==> src/rtl/bomb_ctrl.sv <==
// bomb_ctrl: per-player bomb lifecycle (IDLE -> FUSE -> BLAST -> COOL).
// Snaps the drop position to the tile grid, times the fuse, then publishes
// a clipped blast hazard rectangle and enforces a cooldown before the next drop.
module bomb_ctrl #(
    parameter int FUSE_FRAMES  = 120,
    parameter int BLAST_FRAMES = 30,
    parameter int COOL_FRAMES  = 30,
    parameter int TILE         = 32,
    parameter int BLAST_R      = 1,
    parameter int X_MIN        = 32,
    parameter int X_MAX        = 575,
    parameter int Y_MIN        = 32,
    parameter int Y_MAX        = 447,
    parameter int HALF_X       = 10,
    parameter int HALF_Y       = 13
) (
    input  logic       frame_clk,
    input  logic       Reset,
    input  logic       bomb_drop,
    input  logic [9:0] userX,
    input  logic [9:0] userY,
    output logic [9:0] tileX,
    output logic [9:0] tileY,
    output logic       armed,
    output logic       blast,
    output logic [9:0] bombX,
    output logic [9:0] bombY,
    output logic [9:0] bombXS,
    output logic [9:0] bombYS
);

    localparam int MAXF = (FUSE_FRAMES > BLAST_FRAMES)
                        ? ((FUSE_FRAMES > COOL_FRAMES) ? FUSE_FRAMES : COOL_FRAMES)
                        : ((BLAST_FRAMES > COOL_FRAMES) ? BLAST_FRAMES : COOL_FRAMES);
    localparam int CW = (MAXF > 1) ? $clog2(MAXF) : 1;

    localparam logic [CW-1:0] FUSE_LD  = CW'(FUSE_FRAMES - 1);
    localparam logic [CW-1:0] BLAST_LD = CW'(BLAST_FRAMES - 1);
    localparam logic [CW-1:0] COOL_LD  = CW'(COOL_FRAMES - 1);

    // All geometry is done in 11 bits so the +half / +reach sums cannot wrap.
    localparam logic [10:0] TSZ   = 11'(TILE);
    localparam logic [10:0] TMASK = ~(11'(TILE - 1));
    localparam logic [10:0] REACH = 11'(BLAST_R * TILE);
    localparam logic [10:0] XLO   = 11'(X_MIN);
    localparam logic [10:0] XHI1  = 11'(X_MAX + 1);
    localparam logic [10:0] YLO   = 11'(Y_MIN);
    localparam logic [10:0] YHI1  = 11'(Y_MAX + 1);
    localparam logic [10:0] HX    = 11'(HALF_X);
    localparam logic [10:0] HY    = 11'(HALF_Y);

    typedef enum logic [1:0] {IDLE, FUSE, BLAST, COOL} state_t;

    state_t        state, state_n;
    logic [CW-1:0] cnt, cnt_n;
    logic          drop_q, drop_edge;
    logic [9:0]    tile_x_n, tile_y_n;
    logic [9:0]    bomb_x_n, bomb_y_n, bomb_xs_n, bomb_ys_n;

    // Sprite centre snapped to the grid relative to the playfield origin,
    // kept fully inside the playfield. Centres left of the field pin to lo.
    function automatic logic [10:0] snap(input logic [9:0] pos, input logic [10:0] half,
                                         input logic [10:0] lo, input logic [10:0] hi1);
        logic [10:0] c, t;
        c = {1'b0, pos} + half;
        if (c < lo) t = lo;
        else        t = ((c - lo) & TMASK) + lo;
        if (t > hi1 - TSZ) t = hi1 - TSZ;
        return t;
    endfunction

    // Near edge of the blast; compared before subtracting to avoid underflow.
    function automatic logic [10:0] span_lo(input logic [9:0] tile, input logic [10:0] lo);
        logic [10:0] t;
        t = {1'b0, tile};
        return (t < lo + REACH) ? lo : t - REACH;
    endfunction

    // Blast extent, far edge clipped to one past the playfield maximum.
    function automatic logic [10:0] span_size(input logic [9:0] tile, input logic [10:0] lo,
                                              input logic [10:0] hi1);
        logic [10:0] r;
        r = {1'b0, tile} + REACH + TSZ;
        if (r > hi1) r = hi1;
        return r - span_lo(tile, lo);
    endfunction

    // A held key produces a single accept opportunity.
    assign drop_edge = bomb_drop & ~drop_q;
    assign armed     = (state == FUSE);
    assign blast     = (state == BLAST);

    // Next-state, countdown and geometry latching.
    always_comb begin
        state_n   = state;
        cnt_n     = cnt;
        tile_x_n  = tileX;
        tile_y_n  = tileY;
        bomb_x_n  = bombX;
        bomb_y_n  = bombY;
        bomb_xs_n = bombXS;
        bomb_ys_n = bombYS;
        case (state)
            IDLE: begin
                if (drop_edge) begin
                    state_n  = FUSE;
                    cnt_n    = FUSE_LD;
                    tile_x_n = 10'(snap(userX, HX, XLO, XHI1));
                    tile_y_n = 10'(snap(userY, HY, YLO, YHI1));
                end
            end
            FUSE: begin
                if (cnt == '0) begin
                    state_n   = BLAST;
                    cnt_n     = BLAST_LD;
                    bomb_x_n  = 10'(span_lo(tileX, XLO));
                    bomb_y_n  = 10'(span_lo(tileY, YLO));
                    bomb_xs_n = 10'(span_size(tileX, XLO, XHI1));
                    bomb_ys_n = 10'(span_size(tileY, YLO, YHI1));
                end else begin
                    cnt_n = cnt - CW'(1);
                end
            end
            BLAST: begin
                if (cnt == '0) begin
                    state_n   = COOL;
                    cnt_n     = COOL_LD;
                    tile_x_n  = '0;
                    tile_y_n  = '0;
                    bomb_x_n  = '0;
                    bomb_y_n  = '0;
                    bomb_xs_n = '0;
                    bomb_ys_n = '0;
                end else begin
                    cnt_n = cnt - CW'(1);
                end
            end
            COOL: begin
                if (cnt == '0) state_n = IDLE;
                else           cnt_n   = cnt - CW'(1);
            end
        endcase
    end

    // State, counter, drop history and output registers.
    always_ff @(posedge frame_clk or posedge Reset) begin
        if (Reset) begin
            state  <= IDLE;
            cnt    <= '0;
            drop_q <= 1'b0;
            tileX  <= '0;
            tileY  <= '0;
            bombX  <= '0;
            bombY  <= '0;
            bombXS <= '0;
            bombYS <= '0;
        end else begin
            state  <= state_n;
            cnt    <= cnt_n;
            drop_q <= bomb_drop;
            tileX  <= tile_x_n;
            tileY  <= tile_y_n;
            bombX  <= bomb_x_n;
            bombY  <= bomb_y_n;
            bombXS <= bomb_xs_n;
            bombYS <= bomb_ys_n;
        end
    end

endmodule

==> config.mk <==
export PLATFORM = sky130hd
export DESIGN_NAME = bomb_ctrl
export DESIGN_NICKNAME = d
export VERILOG_FILES = /design/src/rtl/bomb_ctrl.sv
export SDC_FILE = /design/constraint.sdc
export NUM_CORES = 1
export LEC_CHECK = 0
export CORE_MARGIN = 2
export CORE_UTILIZATION = 50
export CTS_CLUSTER_DIAMETER = 200
export CTS_CLUSTER_SIZE = 8
export DETAILED_ROUTE_END_ITERATION = 10
export GPL_TIMING_DRIVEN = 0
export PLACE_DENSITY = 0.86
export SLEW_MARGIN = 5
export SYNTH_ARGS = -nofsm -noshare
export SYNTH_HDL_FRONTEND = slang
export SYNTH_SLANG_ARGS = --single-unit
==> constraint.sdc <==
create_clock -name frame_clk -period 3.85 [get_ports frame_clk]
set_clock_uncertainty 0.1 [all_clocks]
set_input_delay 0.385 -clock frame_clk [delete_from_list [all_inputs] [get_ports frame_clk]]
set_output_delay 0.385 -clock frame_clk [all_outputs]
set_load 0.01 [all_outputs]
# Word level (Yosys, flattened, before mapping)
# Cells that the tools add are included.
dict set report totals {
  regBits 70
  in_bits 23
  out_inout_bits 62
  word_cells 89
}
dict set report op_classes {
  add_sub_neg 15
  magnitude_cmp 8
  eq_ne 8
  n_mux 38
  bitwise 2
  reduce_logical 9
}
# cell n
set op_table {}
lappend op_table {{two-way mux 10 bit} 17}
lappend op_table {{case mux 10 bit (2 select lines)} 6}
lappend op_table {{two-way mux 11 bit} 6}
lappend op_table {{adder 11 x 6 -> 11 bit (second input constant)} 4}
lappend op_table {{adder 10 x 4 -> 11 bit (second input constant)} 2}
lappend op_table {{adder 10 x 6 -> 11 bit (second input constant)} 2}
lappend op_table {{greater-than comparator 11 x 10 -> 1 bit (second input constant)} 2}
lappend op_table {{greater-than comparator 11 x 9 -> 1 bit (second input constant)} 2}
lappend op_table {{less-than comparator 11 x 6 -> 1 bit (second input constant)} 2}
lappend op_table {{subtractor 11 x 6 -> 11 bit (second input constant)} 2}
lappend op_table {{two-way mux 7 bit} 3}
lappend op_table {{case mux 7 bit (3 select lines)} 1}
lappend op_table {{less-than comparator 10 x 7 -> 1 bit (second input constant)} 2}
lappend op_table {{subtractor 10 bit} 2}
lappend op_table {{subtractor 10 x 6 -> 10 bit (second input constant)} 2}
lappend op_table {{two-way mux 2 bit} 4}
lappend op_table {{case mux 2 bit (4 select lines)} 1}
lappend op_table {{logical NOT 7 bit} 1}
lappend op_table {{subtractor 7 x 1 -> 7 bit (second input constant)} 1}
lappend op_table {{!= test 2 bit (second input constant)} 3}
lappend op_table {{AND reduction 3 bit} 2}
lappend op_table {{equality test 2 bit (second input constant)} 2}
lappend op_table {{!= test 2 x 1 -> 1 bit (second input constant)} 2}
lappend op_table {{AND reduction 4 bit} 1}
lappend op_table {{other kinds (7)} 8}

# Longest topological paths before layout
dict set report depth {
  depth_word 10
  mapped_depth 15
  ltp_nobuf 15
}

# Worst setup path before layout
# OpenSTA, ideal clock, no wires.
dict set report synth_path {
  path_type {register to register}
  startpoint {register tileX[7]}
  endpoint {register bombXS[9]}
  setup_time_ns 0.121
  t_arrival_ns 2.816
  setup_slack_ns 0.813
  stages_incl_launch_ff 15
  path_buffers 1
  synth_period_minus_slack_ns 3.037
  path_cell_list {dfrtp_1 -> clkbuf_1 -> inv_1 -> ha_1 -> nor2_1 -> a31oi_1 -> o32ai_1 -> a31oi_1 -> nand2b_1 -> fa_1 -> a21o_1 -> a21oi_1 -> xnor2_1 -> xnor2_1 -> a22o_1}
}
dict set report synth_via {
  elab_chain_cells 9
}
# item line_no
set synth_lines {}
lappend synth_lines {{start: declaration} 22} ;# output logic [9:0] tileX,
lappend synth_lines {{start signal: assignment} 161} ;# tileX <= tile_x_n;
lappend synth_lines {{adder 10 x 6 -> 11 bit} 83} ;# r = {1'b0, tile} + REACH + TSZ;
lappend synth_lines {{adder 11 x 6 -> 11 bit} 83}
lappend synth_lines {{greater-than comparator 11 x 10 -> 1 bit} 84} ;# if (r > hi1) r = hi1;
lappend synth_lines {{two-way mux 10 bit} 84}
lappend synth_lines {{two-way mux 10 bit} 113} ;# if (cnt == '0) begin
lappend synth_lines {{two-way mux 10 bit} 103} ;# case (state)
lappend synth_lines {{subtractor 10 bit *} 85} ;# return r - span_lo(tile, lo);
lappend synth_lines {{two-way mux 10 bit *} 113}
lappend synth_lines {{case mux 10 bit (2 select lines) *} 103}
lappend synth_lines {{end signal: assignment} 165} ;# bombXS <= bomb_xs_n;
lappend synth_lines {{end: declaration} 28} ;# output logic [9:0] bombXS,
# Mark *: on every way between the ends. The rest lies on a longest branch, timed or not. The select of a mux whose other input is x is not followed.
# A chain may end at the register's enable or synchronous reset.

# Worst setup path in the final report
dict set report layout_path {
  startpoint {input port userY[0]}
  endpoint {register tileY[7]}
}
dict set report layout_via {
  elab_chain_cells 10
}
# item line_no
set layout_lines {}
lappend layout_lines {{start: declaration} 21} ;# input logic [9:0] userY,
lappend layout_lines {{adder 10 x 4 -> 11 bit *} 65} ;# c = {1'b0, pos} + half;
lappend layout_lines {{subtractor 11 x 6 -> 11 bit} 67} ;# else t = ((c - lo) & TMASK) + lo;
lappend layout_lines {{adder 11 x 6 -> 11 bit} 67}
lappend layout_lines {{two-way mux 11 bit *} 66} ;# if (c < lo) t = lo;
lappend layout_lines {{two-way mux 11 bit *} 105} ;# if (drop_edge) begin
lappend layout_lines {{two-way mux 11 bit *} 103}
lappend layout_lines {{greater-than comparator 11 x 9 -> 1 bit} 68} ;# if (t > hi1 - TSZ) t = hi1 - TSZ;
lappend layout_lines {{two-way mux 10 bit *} 68}
lappend layout_lines {{two-way mux 10 bit *} 105}
lappend layout_lines {{case mux 10 bit (2 select lines) *} 103}
lappend layout_lines {{end signal: assignment} 162} ;# tileY <= tile_y_n;
lappend layout_lines {{end: declaration} 23} ;# output logic [9:0] tileY,
# Marks and branches as above.

==> flow_summary.toml <==
[outcome]
status = "finished, final reports clean"

[die]
design.die.area_um2 = 8340
die_height_um = 91.3
coreArea_um2 = 7330
start_util_pct = 52.0
rows = 31
io_pins = 85
dieWidth_um = 91.3

[synth]
ys.warnings.count = 0
synthesis.instances = 467
synthArstFlopShare_pct = 100
synth_area_leaders = "dfrtp_1 26%, ha_1 8.5%, buf_4 6.1%"
synth_most_common_cell = "nand2_1"
ys_seq_area_share_pct = 26.2
ys_types = 70
yosysTopAreaCellShare_pct = 26.2
synthTopCellsByCount = "58 x nand2_1, 40 x dfrtp_1, 31 x a21oi_1, 31 x buf_4, 27 x nor2_1"
synth_edf_count = 0
yosysTopAreaCell = "dfrtp_1"
ys_ff_latch = 40
syn-cell-area_um2 = 3810
avgSynthCellArea_um2 = 8.17
synthFlopType = "dfrtp_1"

[worst_setup_path]
start_kind = "input port"
cp.required_ns = 3.91
crit_chain = "clkdlybuf4s50_1 > a211o_1 > nand2_1 > xor2_1 > ha_1 > buf_4 > or3b_1 > a211oi_1 > o22ai_1 > o21ai_0 > mux2i_1 > o21bai_1 > o211ai_1"
cp-end-kind = "flip-flop"
slowest_stage = "or3b_1"
ff2ff_path_depth = 14
r2r_end = "bombXS[9]$_DFFE_PP0P_"
crit_path_max_fanout = 9
cp_slowest_stage_delay_ns = 0.46
worstPathArrival_ns = 3.57
reg2reg_setup_slack_ns = 0.59
reg2reg_from = "tileX[7]$_DFFE_PP0P_"
criticalPathCategory = "in2reg"

[clocking]
cts-resized-gates = 0
cts_buffer_depth = 2
h-tree-depth = 2
cts_buffers = 5
holdBufCountCts = 0
clock-root-buffer = "clkbuf_8"
cts_tree = "yes"
clk_pin_slew_worst_paths_ns = 0.08
post_cts_buffers = 0
cts.sinks = 40
clk_latency_ns = 0.29

[final_layout]
post_layout_nonfiller_instances = 647
diodes = 0
drive_gt1_share_pct = 10.4
nNetsFinal = 598
final_area_um2 = 4590
area_growth_pct = 20.5

[power_and_ir_drop]
clkPwrFrac_pct = 10.2
cellPowerDensity_nw_per_um2 = 720
combPwrFrac_pct = 67.7
ir_drop_mv = 0.269
internal_power_uw = 1830
netSwitchingFraction_pct = 44.7
p_leak_uw = 0.00209
seq_power_share_pct = 22.1
switching_power_uw = 1480

[global_route]
gr-max-usage-layer = "met2"
grt_pass1_vias = 3321
use_met2_pct = 38.6
grt_antenna_before_repair = 0
overflow = 0
grt_max_degree = 41
grt_usage_pct = 21.3
use_met1_pct = 26.8
met3_usage_pct = 2.82
grt_pass1_wl_um = 15100

[min_path]
min_path_cells = 2
min_path_type = "reg2reg"
min_delay_worst_endpoint = "bombYS[7]$_DFFE_PP0P_"
min_from = "bombYS[7]$_DFFE_PP0P_"

[placement]
dpl.hpwl_um = 6940
port_buffers = 44
placed_cells = 639
gp_congestion = 0.914
dpl_cell_area_um2 = 4490

[timing]
setup_viol = 0
period_share_pct = 91.1
fmax_mhz = 285
worst_slew_pin_slew_ns = 0.821
grt_setup_unrepaired = "false"
setup_tns_ns = 0
hold_viol_final = 0
slew_headroom_pct = 45.2
drv_slew = 0
period_minus_slack_ns = 3.51

[route]
via_count = 3551
route.detailed.drc = 0
first_pass_iters = 5
viasPerCell = 5.49
wl_um = 8750
initialDrtViolationCount = 208
ant_nets = 0
wl_per_cell_um = 13.5

[flow_run]
drv_cap = 0
==> layout make-up <==
class | instances | area [um2]
buffer | 56 | 337
clock buffer | 6 | 72.6
clock inverter | 2 | 35.0
fill | 627 | 2740
inverter | 23 | 86.3
multi-input combinational | 377 | 2500
sequential | 40 | 1000
tap | 99 | 124
timing repair buffer | 44 | 440
==> critical path: cells and delay by family <==
kind | cells | cell delay (ns)
muxes | 1 | 0.10
and+or+nand+nor | 2 | 0.66
xor gates and xnor gates | 1 | 0.28
adders and majority gates | 1 | 0.20
buffers and inverters | 2 | 0.62
AOI/OAI and AO/OA | 6 | 1.32
==> worst max path at each step <==
stage / from / end / slack (ns) / depth (start not counted)
after CTS: userY[0] / tileY[7]$_DFFE_PP0P_ / 0.40 / 13
after detailed placement: userY[0] / tileY[7]$_DFFE_PP0P_ / 0.1 / 13
after global routing: userY[0] / tileY[5]$_DFFE_PP0P_ / 0.11 / 13
final: userY[0] / tileY[7]$_DFFE_PP0P_ / 0.34 / 13
after global placement: userY[0] / tileY[6]$_DFFE_PP0P_ / 0.25 / 12
after floorplan: tileX[7]$_DFFE_PP0P_ / bombXS[9]$_DFFE_PP0P_ / 0.81 / 14
==> registers in the layout (all words and copies together) (netlist names) <==
register  flops
state         2
drop_q        1
cnt           7
tileX         5
bombX         5
bombXS        5
tileY         5
bombY         5
bombYS        5
==> cells by family after synthesis <==
family | count (synthesis) | synth area share (%)
AO/OA/AOI/OAI | 132 | 25.2
adder cells (fa/ha/maj) | 29 | 9.84
buffers and inverters | 79 | 11.1
multiplexers | 7 | 1.87
other | 1 | 0.0983
flip-flops | 40 | 26.2
AND/OR/NAND/NOR | 152 | 19.5
XOR/XNOR | 27 | 6.20
==> power groups by stage <==
stage	clock network (uW)	logic [uW]	registers, uW
2_1_floorplan	0	1570	754
3_3_place_gp	0	2100	727
3_5_place_dp	0	2230	737
4_1_cts	341	2240	730
5_1_grt	359	2490	759
6_report	336	2240	731
==> cell usage in the layout, fill, tap and decap left out, types with 12 or more instances in the layout <==
cell type         n
nand2b_1         13
ha_1             26
clkbuf_1         17
o31ai_1          14
nor3_1           12
a21oi_1          31
o21ai_0          18
nand2_1          58
clkdlybuf4s50_1  44
a21o_1           12
dfrtp_1          40
conb_1           30
xnor2_1          19
inv_1            22
nor2_1           27
buf_4            31
==> through the flow <==
stage          setup WS [ns]  hold WS (ns)  utilization, %  power [uW]
4_1_cts                0.399         0.382            62.7        3310
6_report               0.342         0.378            62.7        3310
2_1_floorplan          0.813         0.316               -        2320
3_5_place_dp          0.0957         0.365            61.2        2970
5_1_grt                0.108         0.399            62.7        3610
3_3_place_gp           0.252         0.360            61.2        2830
==> metal layers <==
metal / vias to the layer above / wire (um)
li1: 1758 / -
met1: 1657 / 3740
met2: 127 / 4460
met3: 9 / 469
met4: 0 / 78
met5: - / 0
Power figures use the tool's default switching activity.
